--- src/rtl/panda_pipeline_controller_if.sv ---
// Control bundle between the Panda pipeline stages and the stall/flush sequencer.
interface panda_pipeline_controller_if #(
    parameter int unsigned CntWidth = 16
);
    logic                id_valid_i;
    logic [4:0]          id_rs1_addr_i;
    logic [4:0]          id_rs2_addr_i;
    logic                id_rs1_used_i;
    logic                id_rs2_used_i;
    logic                id_illegal_instr_i;
    logic [4:0]          ex_rd_addr_i;
    logic                ex_rd_we_i;
    logic                ex_load_i;
    logic                ex_branch_taken_i;
    logic                ex_jump_i;
    logic                lsu_req_i;
    logic                lsu_gnt_i;
    logic                if_stall_o;
    logic                id_stall_o;
    logic                ex_stall_o;
    logic                if_flush_o;
    logic                id_flush_o;
    logic                pc_redirect_o;
    logic                halted_o;
    logic [CntWidth-1:0] stall_cycles_o;
    logic [CntWidth-1:0] flush_count_o;

    modport master (
        output id_valid_i, id_rs1_addr_i, id_rs2_addr_i, id_rs1_used_i, id_rs2_used_i,
               id_illegal_instr_i, ex_rd_addr_i, ex_rd_we_i, ex_load_i,
               ex_branch_taken_i, ex_jump_i, lsu_req_i, lsu_gnt_i,
        input  if_stall_o, id_stall_o, ex_stall_o, if_flush_o, id_flush_o,
               pc_redirect_o, halted_o, stall_cycles_o, flush_count_o
    );

    modport slave (
        input  id_valid_i, id_rs1_addr_i, id_rs2_addr_i, id_rs1_used_i, id_rs2_used_i,
               id_illegal_instr_i, ex_rd_addr_i, ex_rd_we_i, ex_load_i,
               ex_branch_taken_i, ex_jump_i, lsu_req_i, lsu_gnt_i,
        output if_stall_o, id_stall_o, ex_stall_o, if_flush_o, id_flush_o,
               pc_redirect_o, halted_o, stall_cycles_o, flush_count_o
    );
endinterface

--- src/rtl/panda_pipeline_controller.sv ---
// Stall/flush sequencer for the Panda 5-stage core: boot hold, load-use and
// memory stalls, branch redirects, illegal-instruction halt, perf counters.
module panda_pipeline_controller #(
    parameter int unsigned BootCycles = 2,
    parameter int unsigned CntWidth   = 16
) (
    input  logic                          clk_i,
    input  logic                          rst_ni,
    panda_pipeline_controller_if.slave    bus
);

    typedef enum logic [1:0] {
        BOOT     = 2'd0,
        RUN      = 2'd1,
        MEM_WAIT = 2'd2,
        HALT     = 2'd3
    } state_e;

    state_e              state, state_next;
    logic [7:0]          boot_cnt;
    logic [CntWidth-1:0] stall_cnt;
    logic [CntWidth-1:0] flush_cnt;

    logic memstall, redirect, load_use, illegal;
    logic if_stall, id_stall, ex_stall, if_flush, id_flush, pc_redirect, halted;

    assign memstall = bus.lsu_req_i & ~bus.lsu_gnt_i;
    assign redirect = bus.ex_branch_taken_i | bus.ex_jump_i;
    assign illegal  = bus.id_valid_i & bus.id_illegal_instr_i;
    assign load_use = bus.ex_load_i & bus.ex_rd_we_i & (bus.ex_rd_addr_i != 5'd0) & bus.id_valid_i &
                      ((bus.id_rs1_used_i & (bus.id_rs1_addr_i == bus.ex_rd_addr_i)) |
                       (bus.id_rs2_used_i & (bus.id_rs2_addr_i == bus.ex_rd_addr_i)));

    always_ff @(posedge clk_i or negedge rst_ni) begin
        if (!rst_ni) begin
            state <= BOOT;
        end else begin
            state <= state_next;
        end
    end

    always_comb begin
        state_next  = state;
        if_stall    = 1'b0;
        id_stall    = 1'b0;
        ex_stall    = 1'b0;
        if_flush    = 1'b0;
        id_flush    = 1'b0;
        pc_redirect = 1'b0;
        halted      = 1'b0;
        unique case (state)
            BOOT: begin
                if_stall = 1'b1;
                id_stall = 1'b1;
                id_flush = 1'b1;
                if (boot_cnt == 8'd1) state_next = RUN;
            end
            RUN, MEM_WAIT: begin
                // The grant cycle of MEM_WAIT falls through to the RUN priority chain.
                state_next = RUN;
                if ((state == MEM_WAIT) && !bus.lsu_gnt_i) begin
                    if_stall   = 1'b1;
                    id_stall   = 1'b1;
                    ex_stall   = 1'b1;
                    state_next = MEM_WAIT;
                end else if (memstall) begin
                    if_stall   = 1'b1;
                    id_stall   = 1'b1;
                    ex_stall   = 1'b1;
                    state_next = MEM_WAIT;
                end else if (redirect) begin
                    if_flush    = 1'b1;
                    id_flush    = 1'b1;
                    pc_redirect = 1'b1;
                end else if (load_use) begin
                    if_stall = 1'b1;
                    id_stall = 1'b1;
                    id_flush = 1'b1;
                end else if (illegal) begin
                    id_flush   = 1'b1;
                    state_next = HALT;
                end
            end
            HALT: begin
                halted   = 1'b1;
                if_stall = 1'b1;
                id_stall = 1'b1;
                id_flush = 1'b1;
                ex_stall = memstall;
            end
            default: state_next = BOOT;
        endcase
    end

    always_ff @(posedge clk_i or negedge rst_ni) begin
        if (!rst_ni) begin
            boot_cnt  <= 8'(BootCycles);
            stall_cnt <= '0;
            flush_cnt <= '0;
        end else begin
            if (state == BOOT) boot_cnt <= boot_cnt - 8'd1;
            if (((state == RUN) || (state == MEM_WAIT)) && if_stall && (stall_cnt != '1))
                stall_cnt <= stall_cnt + 1'b1;
            if (pc_redirect && (flush_cnt != '1))
                flush_cnt <= flush_cnt + 1'b1;
        end
    end

    assign bus.if_stall_o     = if_stall;
    assign bus.id_stall_o     = id_stall;
    assign bus.ex_stall_o     = ex_stall;
    assign bus.if_flush_o     = if_flush;
    assign bus.id_flush_o     = id_flush;
    assign bus.pc_redirect_o  = pc_redirect;
    assign bus.halted_o       = halted;
    assign bus.stall_cycles_o = stall_cnt;
    assign bus.flush_count_o  = flush_cnt;

endmodule

--- src/flat_wrapper.sv ---
// flat-port wrapper written by rule: the top's interface ports become plain ports
module panda_pipeline_controller_flat 
#(
    parameter int unsigned BootCycles = 2,
    parameter int unsigned CntWidth   = 16
)
  (clk_i, rst_ni, bus_id_valid_i, bus_id_rs1_addr_i, bus_id_rs2_addr_i, bus_id_rs1_used_i, bus_id_rs2_used_i, bus_id_illegal_instr_i, bus_ex_rd_addr_i, bus_ex_rd_we_i, bus_ex_load_i, bus_ex_branch_taken_i, bus_ex_jump_i, bus_lsu_req_i, bus_lsu_gnt_i, bus_if_stall_o, bus_id_stall_o, bus_ex_stall_o, bus_if_flush_o, bus_id_flush_o, bus_pc_redirect_o, bus_halted_o, bus_stall_cycles_o, bus_flush_count_o);
  panda_pipeline_controller_if #(.CntWidth(CntWidth)) bus_i ();
  input  logic clk_i;
  input  logic rst_ni;
  input wire logic [$bits(bus_i.id_valid_i)-1:0] bus_id_valid_i;
  input wire logic [$bits(bus_i.id_rs1_addr_i)-1:0] bus_id_rs1_addr_i;
  input wire logic [$bits(bus_i.id_rs2_addr_i)-1:0] bus_id_rs2_addr_i;
  input wire logic [$bits(bus_i.id_rs1_used_i)-1:0] bus_id_rs1_used_i;
  input wire logic [$bits(bus_i.id_rs2_used_i)-1:0] bus_id_rs2_used_i;
  input wire logic [$bits(bus_i.id_illegal_instr_i)-1:0] bus_id_illegal_instr_i;
  input wire logic [$bits(bus_i.ex_rd_addr_i)-1:0] bus_ex_rd_addr_i;
  input wire logic [$bits(bus_i.ex_rd_we_i)-1:0] bus_ex_rd_we_i;
  input wire logic [$bits(bus_i.ex_load_i)-1:0] bus_ex_load_i;
  input wire logic [$bits(bus_i.ex_branch_taken_i)-1:0] bus_ex_branch_taken_i;
  input wire logic [$bits(bus_i.ex_jump_i)-1:0] bus_ex_jump_i;
  input wire logic [$bits(bus_i.lsu_req_i)-1:0] bus_lsu_req_i;
  input wire logic [$bits(bus_i.lsu_gnt_i)-1:0] bus_lsu_gnt_i;
  output wire logic [$bits(bus_i.if_stall_o)-1:0] bus_if_stall_o;
  output wire logic [$bits(bus_i.id_stall_o)-1:0] bus_id_stall_o;
  output wire logic [$bits(bus_i.ex_stall_o)-1:0] bus_ex_stall_o;
  output wire logic [$bits(bus_i.if_flush_o)-1:0] bus_if_flush_o;
  output wire logic [$bits(bus_i.id_flush_o)-1:0] bus_id_flush_o;
  output wire logic [$bits(bus_i.pc_redirect_o)-1:0] bus_pc_redirect_o;
  output wire logic [$bits(bus_i.halted_o)-1:0] bus_halted_o;
  output wire logic [$bits(bus_i.stall_cycles_o)-1:0] bus_stall_cycles_o;
  output wire logic [$bits(bus_i.flush_count_o)-1:0] bus_flush_count_o;
  assign bus_i.id_valid_i = bus_id_valid_i;
  assign bus_i.id_rs1_addr_i = bus_id_rs1_addr_i;
  assign bus_i.id_rs2_addr_i = bus_id_rs2_addr_i;
  assign bus_i.id_rs1_used_i = bus_id_rs1_used_i;
  assign bus_i.id_rs2_used_i = bus_id_rs2_used_i;
  assign bus_i.id_illegal_instr_i = bus_id_illegal_instr_i;
  assign bus_i.ex_rd_addr_i = bus_ex_rd_addr_i;
  assign bus_i.ex_rd_we_i = bus_ex_rd_we_i;
  assign bus_i.ex_load_i = bus_ex_load_i;
  assign bus_i.ex_branch_taken_i = bus_ex_branch_taken_i;
  assign bus_i.ex_jump_i = bus_ex_jump_i;
  assign bus_i.lsu_req_i = bus_lsu_req_i;
  assign bus_i.lsu_gnt_i = bus_lsu_gnt_i;
  assign bus_if_stall_o = bus_i.if_stall_o;
  assign bus_id_stall_o = bus_i.id_stall_o;
  assign bus_ex_stall_o = bus_i.ex_stall_o;
  assign bus_if_flush_o = bus_i.if_flush_o;
  assign bus_id_flush_o = bus_i.id_flush_o;
  assign bus_pc_redirect_o = bus_i.pc_redirect_o;
  assign bus_halted_o = bus_i.halted_o;
  assign bus_stall_cycles_o = bus_i.stall_cycles_o;
  assign bus_flush_count_o = bus_i.flush_count_o;
  panda_pipeline_controller #(.BootCycles(BootCycles), .CntWidth(CntWidth)) u_core (.clk_i(clk_i), .rst_ni(rst_ni), .bus(bus_i));
endmodule
--- config.mk ---
export PLATFORM = sky130hd
export DESIGN_NAME = panda_pipeline_controller_flat
export DESIGN_NICKNAME = d
export VERILOG_FILES = /design/src/rtl/panda_pipeline_controller_if.sv /design/src/rtl/panda_pipeline_controller.sv /design/src/flat_wrapper.sv
export SDC_FILE = /design/constraint.sdc
export NUM_CORES = 1
export LEC_CHECK = 0
export CAP_MARGIN = 5
export CORE_ASPECT_RATIO = 1.2
export CORE_MARGIN = 2
export CORE_UTILIZATION = 49
export CTS_BUF_LIST = sky130_fd_sc_hd__clkbuf_8
export CTS_CLUSTER_DIAMETER = 40
export DETAILED_ROUTE_END_ITERATION = 10
export GPL_TIMING_DRIVEN = 0
export HOLD_SLACK_MARGIN = 0.08
export PLACE_DENSITY_LB_ADDON = 0.12
export SKIP_CTS_REPAIR_TIMING = 1
export SLEW_MARGIN = 5
export SYNTH_ARGS = -nofsm -noshare
export SYNTH_HDL_FRONTEND = slang
export SYNTH_SLANG_ARGS = --single-unit
--- constraint.sdc ---
create_clock -name clk_i -period 2.7 [get_ports clk_i]
set_clock_uncertainty 0.2 [all_clocks]
set_input_delay 0.54 -clock clk_i [delete_from_list [all_inputs] [get_ports clk_i]]
set_output_delay 0.54 -clock clk_i [all_outputs]
set_load 0.03 [all_outputs]
==> results.yml <==
outcome:
  status: "completed"
worst_hold_path:
  hp-class: "flip-flop to flip-flop"
synthesis:
  ys_seq_elements: 42
  synth_top_area_share: 0.459
  synth_async_sr_flop_share: 1.00
  synthAdderAreaFrac: 0.0447
  synth_edf_count: 0
  synth_top_family_by_area: "simple AND/OR/NAND/NOR gates"
  synth_area_um2: 2240
  syn_nets: 249
  netlist_instances: 214
  synthXorXnorAreaFrac: 0.184
  synthDistinctLibCells: 40
  synth_area_leaders: "dfrtp_1, xor2_1, xnor2_1, ha_1, nand3_1"
  yosysSeqAreaShare: 0.470
  avgSynthCellArea_um2: 10.5
  yosys_warnings: 0
  synth_compound_area_frac: 0.0481
  muxShareOfSynthArea: 0.0151
  synthSimpleGateAreaFrac: 0.207
  yosysTopAreaCell: "dfrtp_1"
  synth_flop_cell: "dfrtp_1"
sta:
  min_period_ns: 2.67
  rsz0062_at_grt: "yes"
  relSlewSlack: 0.725
  max_freq_mhz: 375
  post-route-period-util: 0.988
  tightest_slew_ns: 0.411
  finalSetupViolCount: 0
  hold_viol: 0
  timing.hold.ws_ns: 0.268
  slew_viol_final: 0
clock_network:
  htree_levels: 2
  clockRootBuffer: "clkbuf_8"
  cts.sinks: 42
  clockBufferDepth: 2
  numCtsBuffers: 5
  clk_pin_slew_ns: 0.08
  cts_tree: "done"
  clkLatencyLatePin_ns: 0.29
route:
  wl_um: 4980
  vias: 1807
  via_per_inst: 5.21
  ant_nets: 0
  drc: 0
  drt_iter0_drc: 60
  dr.pass1.iters: 4
  route.detailed.wl_per_inst_um: 14.3
setup_path:
  cp.required_ns: 1.96
  worstPathMaxFanout: 3
  cp_cell_sequence: "clkdlybuf4s50_1, xnor2_1, nand2_1, o22ai_2, a21oi_1, a21boi_1, buf_4"
  path_buf_inv: 2
  crit_family: "buffers and inverters"
  start_kind: "input pin"
  worstSetupPathType: "input pin to primary output"
  worst_path_max_delay_cell: "clkdlybuf4s50_1"
  slowest_delay_ns: 0.47
  crit_path_end_kind: "primary output"
  arrival_ns: 1.93
global_route:
  grt_pass1_vias: 1772
  antenna_found_initial: 0
  track_usage: 0.201
  grt_max_degree: 38
  grt_pass1_wl_um: 8030
  grt_overflow_total: 0
die:
  die-height_um: 78.0
  fp.dieW_um: 65.7
  io_pins: 66
  rows: 26
  core_um2: 4330
  initial_core_util: 0.517
  dieArea_um2: 5120
final_layout:
  syn_to_final_growth_pct: 40.0
  final_cell_count_no_fill: 347
  diodes: 0
  layout-drive-gt1-share: 0.134
  final_nets: 325
placement:
  hpwl_um: 3650
  place.gp.congestion: 0.728
  port_buffers: 65
  dp.cells: 336
power_and_ir_drop:
  p_leak_nw: 1.55
  vdd_drop_max_uv: 800
  power_density_nw_per_um2: 900
flow_run:
  cap_violations: 0
-- routing by layer --
metal / track usage / up-vias / routed length, um
met1: 0.254 / 884 / 2130
met5: 0 / - / 0
met3: 0.0487 / 6 / 258
met2: 0.341 / 42 / 2530
li1: - / 875 / -
met4: 0.0563 / 0 / 52
-- kinds of logic (layout without fill, tap and decap cells) --
group	after synthesis	after routing
adder cells (fa/ha/maj)	8	8
multiplexers	3	3
flip-flops	42	42
AO/OA/AOI/OAI	14	14
AND/OR/NAND/NOR	88	88
XOR/XNOR	47	47
buffers and inverters	12	89
-- Yosys cell counts, types with 2 or more instances --
cell     instances
nand3_1         16
inv_1            7
or2_2            2
nor3_1           9
buf_4            2
xnor2_1         21
buf_6            2
mux2_2           2
ha_1             8
and3_4           2
a21oi_1          4
and3_1           5
dfrtp_1         41
nor2_1          21
xor2_1          26
nand2_1         16
nand4_1          6
and2_1           2
-- layout by cell type (no fill, tap or decap), types with 2 or more instances in the layout --
master and instances:
a21oi_1 4, and2_1 2, and3_1 5, and3_4 2, buf_2 2, buf_4 5
buf_6 3, clkbuf_2 2, clkbuf_8 6, clkdlybuf4s50_1 45, dfrtp_1 41, dlymetal6s2s_1 14
ha_1 7, inv_1 7, mux2_2 2, nand2_1 15, nand3_1 16, nand4_1 6
nor2_1 21, nor3_1 9, or2_2 2, xnor2_1 21, xor2_1 26
-- registers in the layout (all words and copies together), names as in the netlist --
name and cells:
u_core.bus.flush_count_o 16, u_core.boot_cnt 8, u_core.state 2, u_core.bus.stall_cycles_o 16
-- layout make-up --
cell class              instances  area (um2)
fillers                       324        1190
multi-input cells             160        1140
flip-flops and latches         42        1050
repair buffers                 69         709
clock buffers                   6        82.6
well taps                      56        70.1
plain buffers                   5        41.3
inverters                       7        26.3
clock inverters                 2        12.5
-- worst paths after layout --
path                       slack [ns]                      endpoint                         start  depth (start not counted)
setup / recovery                 0.03                bus_id_flush_o          bus_id_rs1_addr_i[0]                          7
hold / removal                   0.27            u_core.boot_cnt[7]            u_core.boot_cnt[7]                          1
setup reg to reg                 0.34  u_core.bus.stall_cycles_o[1]  u_core.bus.stall_cycles_o[0]                          7
hold reg to reg                  0.27            u_core.boot_cnt[7]            u_core.boot_cnt[7]                          1
max in group asynchronous        1.39            u_core.boot_cnt[1]                        rst_ni                          3
min in group asynchronous        0.41            u_core.boot_cnt[4]                        rst_ni                          2
-- metrics by stage --
step,util,TNS (ns),worst slack [ns],instance area (um2),power (W)
final,0.724,0,0.0321,3130,0.00282
after global routing,0.724,-0.0758,-0.0659,3130,0.00300
after CTS,0.709,-3.15,-0.770,3070,0.00282
after detailed placement,0.687,-2.97,-0.750,2970,0.00238
after global placement,0.684,-12.18,-0.723,2960,0.00235
after floorplan,-,0,0.104,2240,0.00187
-- report_power, final --
group	internal (W)	switching [W]	leakage, nW
Clock	0.000206	0.000216	0.0472
Sequential	0.000802	0.000183	0.540
Combinational	0.000625	0.000788	0.962
Total	0.00163	0.00119	1.55
No activity file was read; power rests on OpenSTA's default activity.
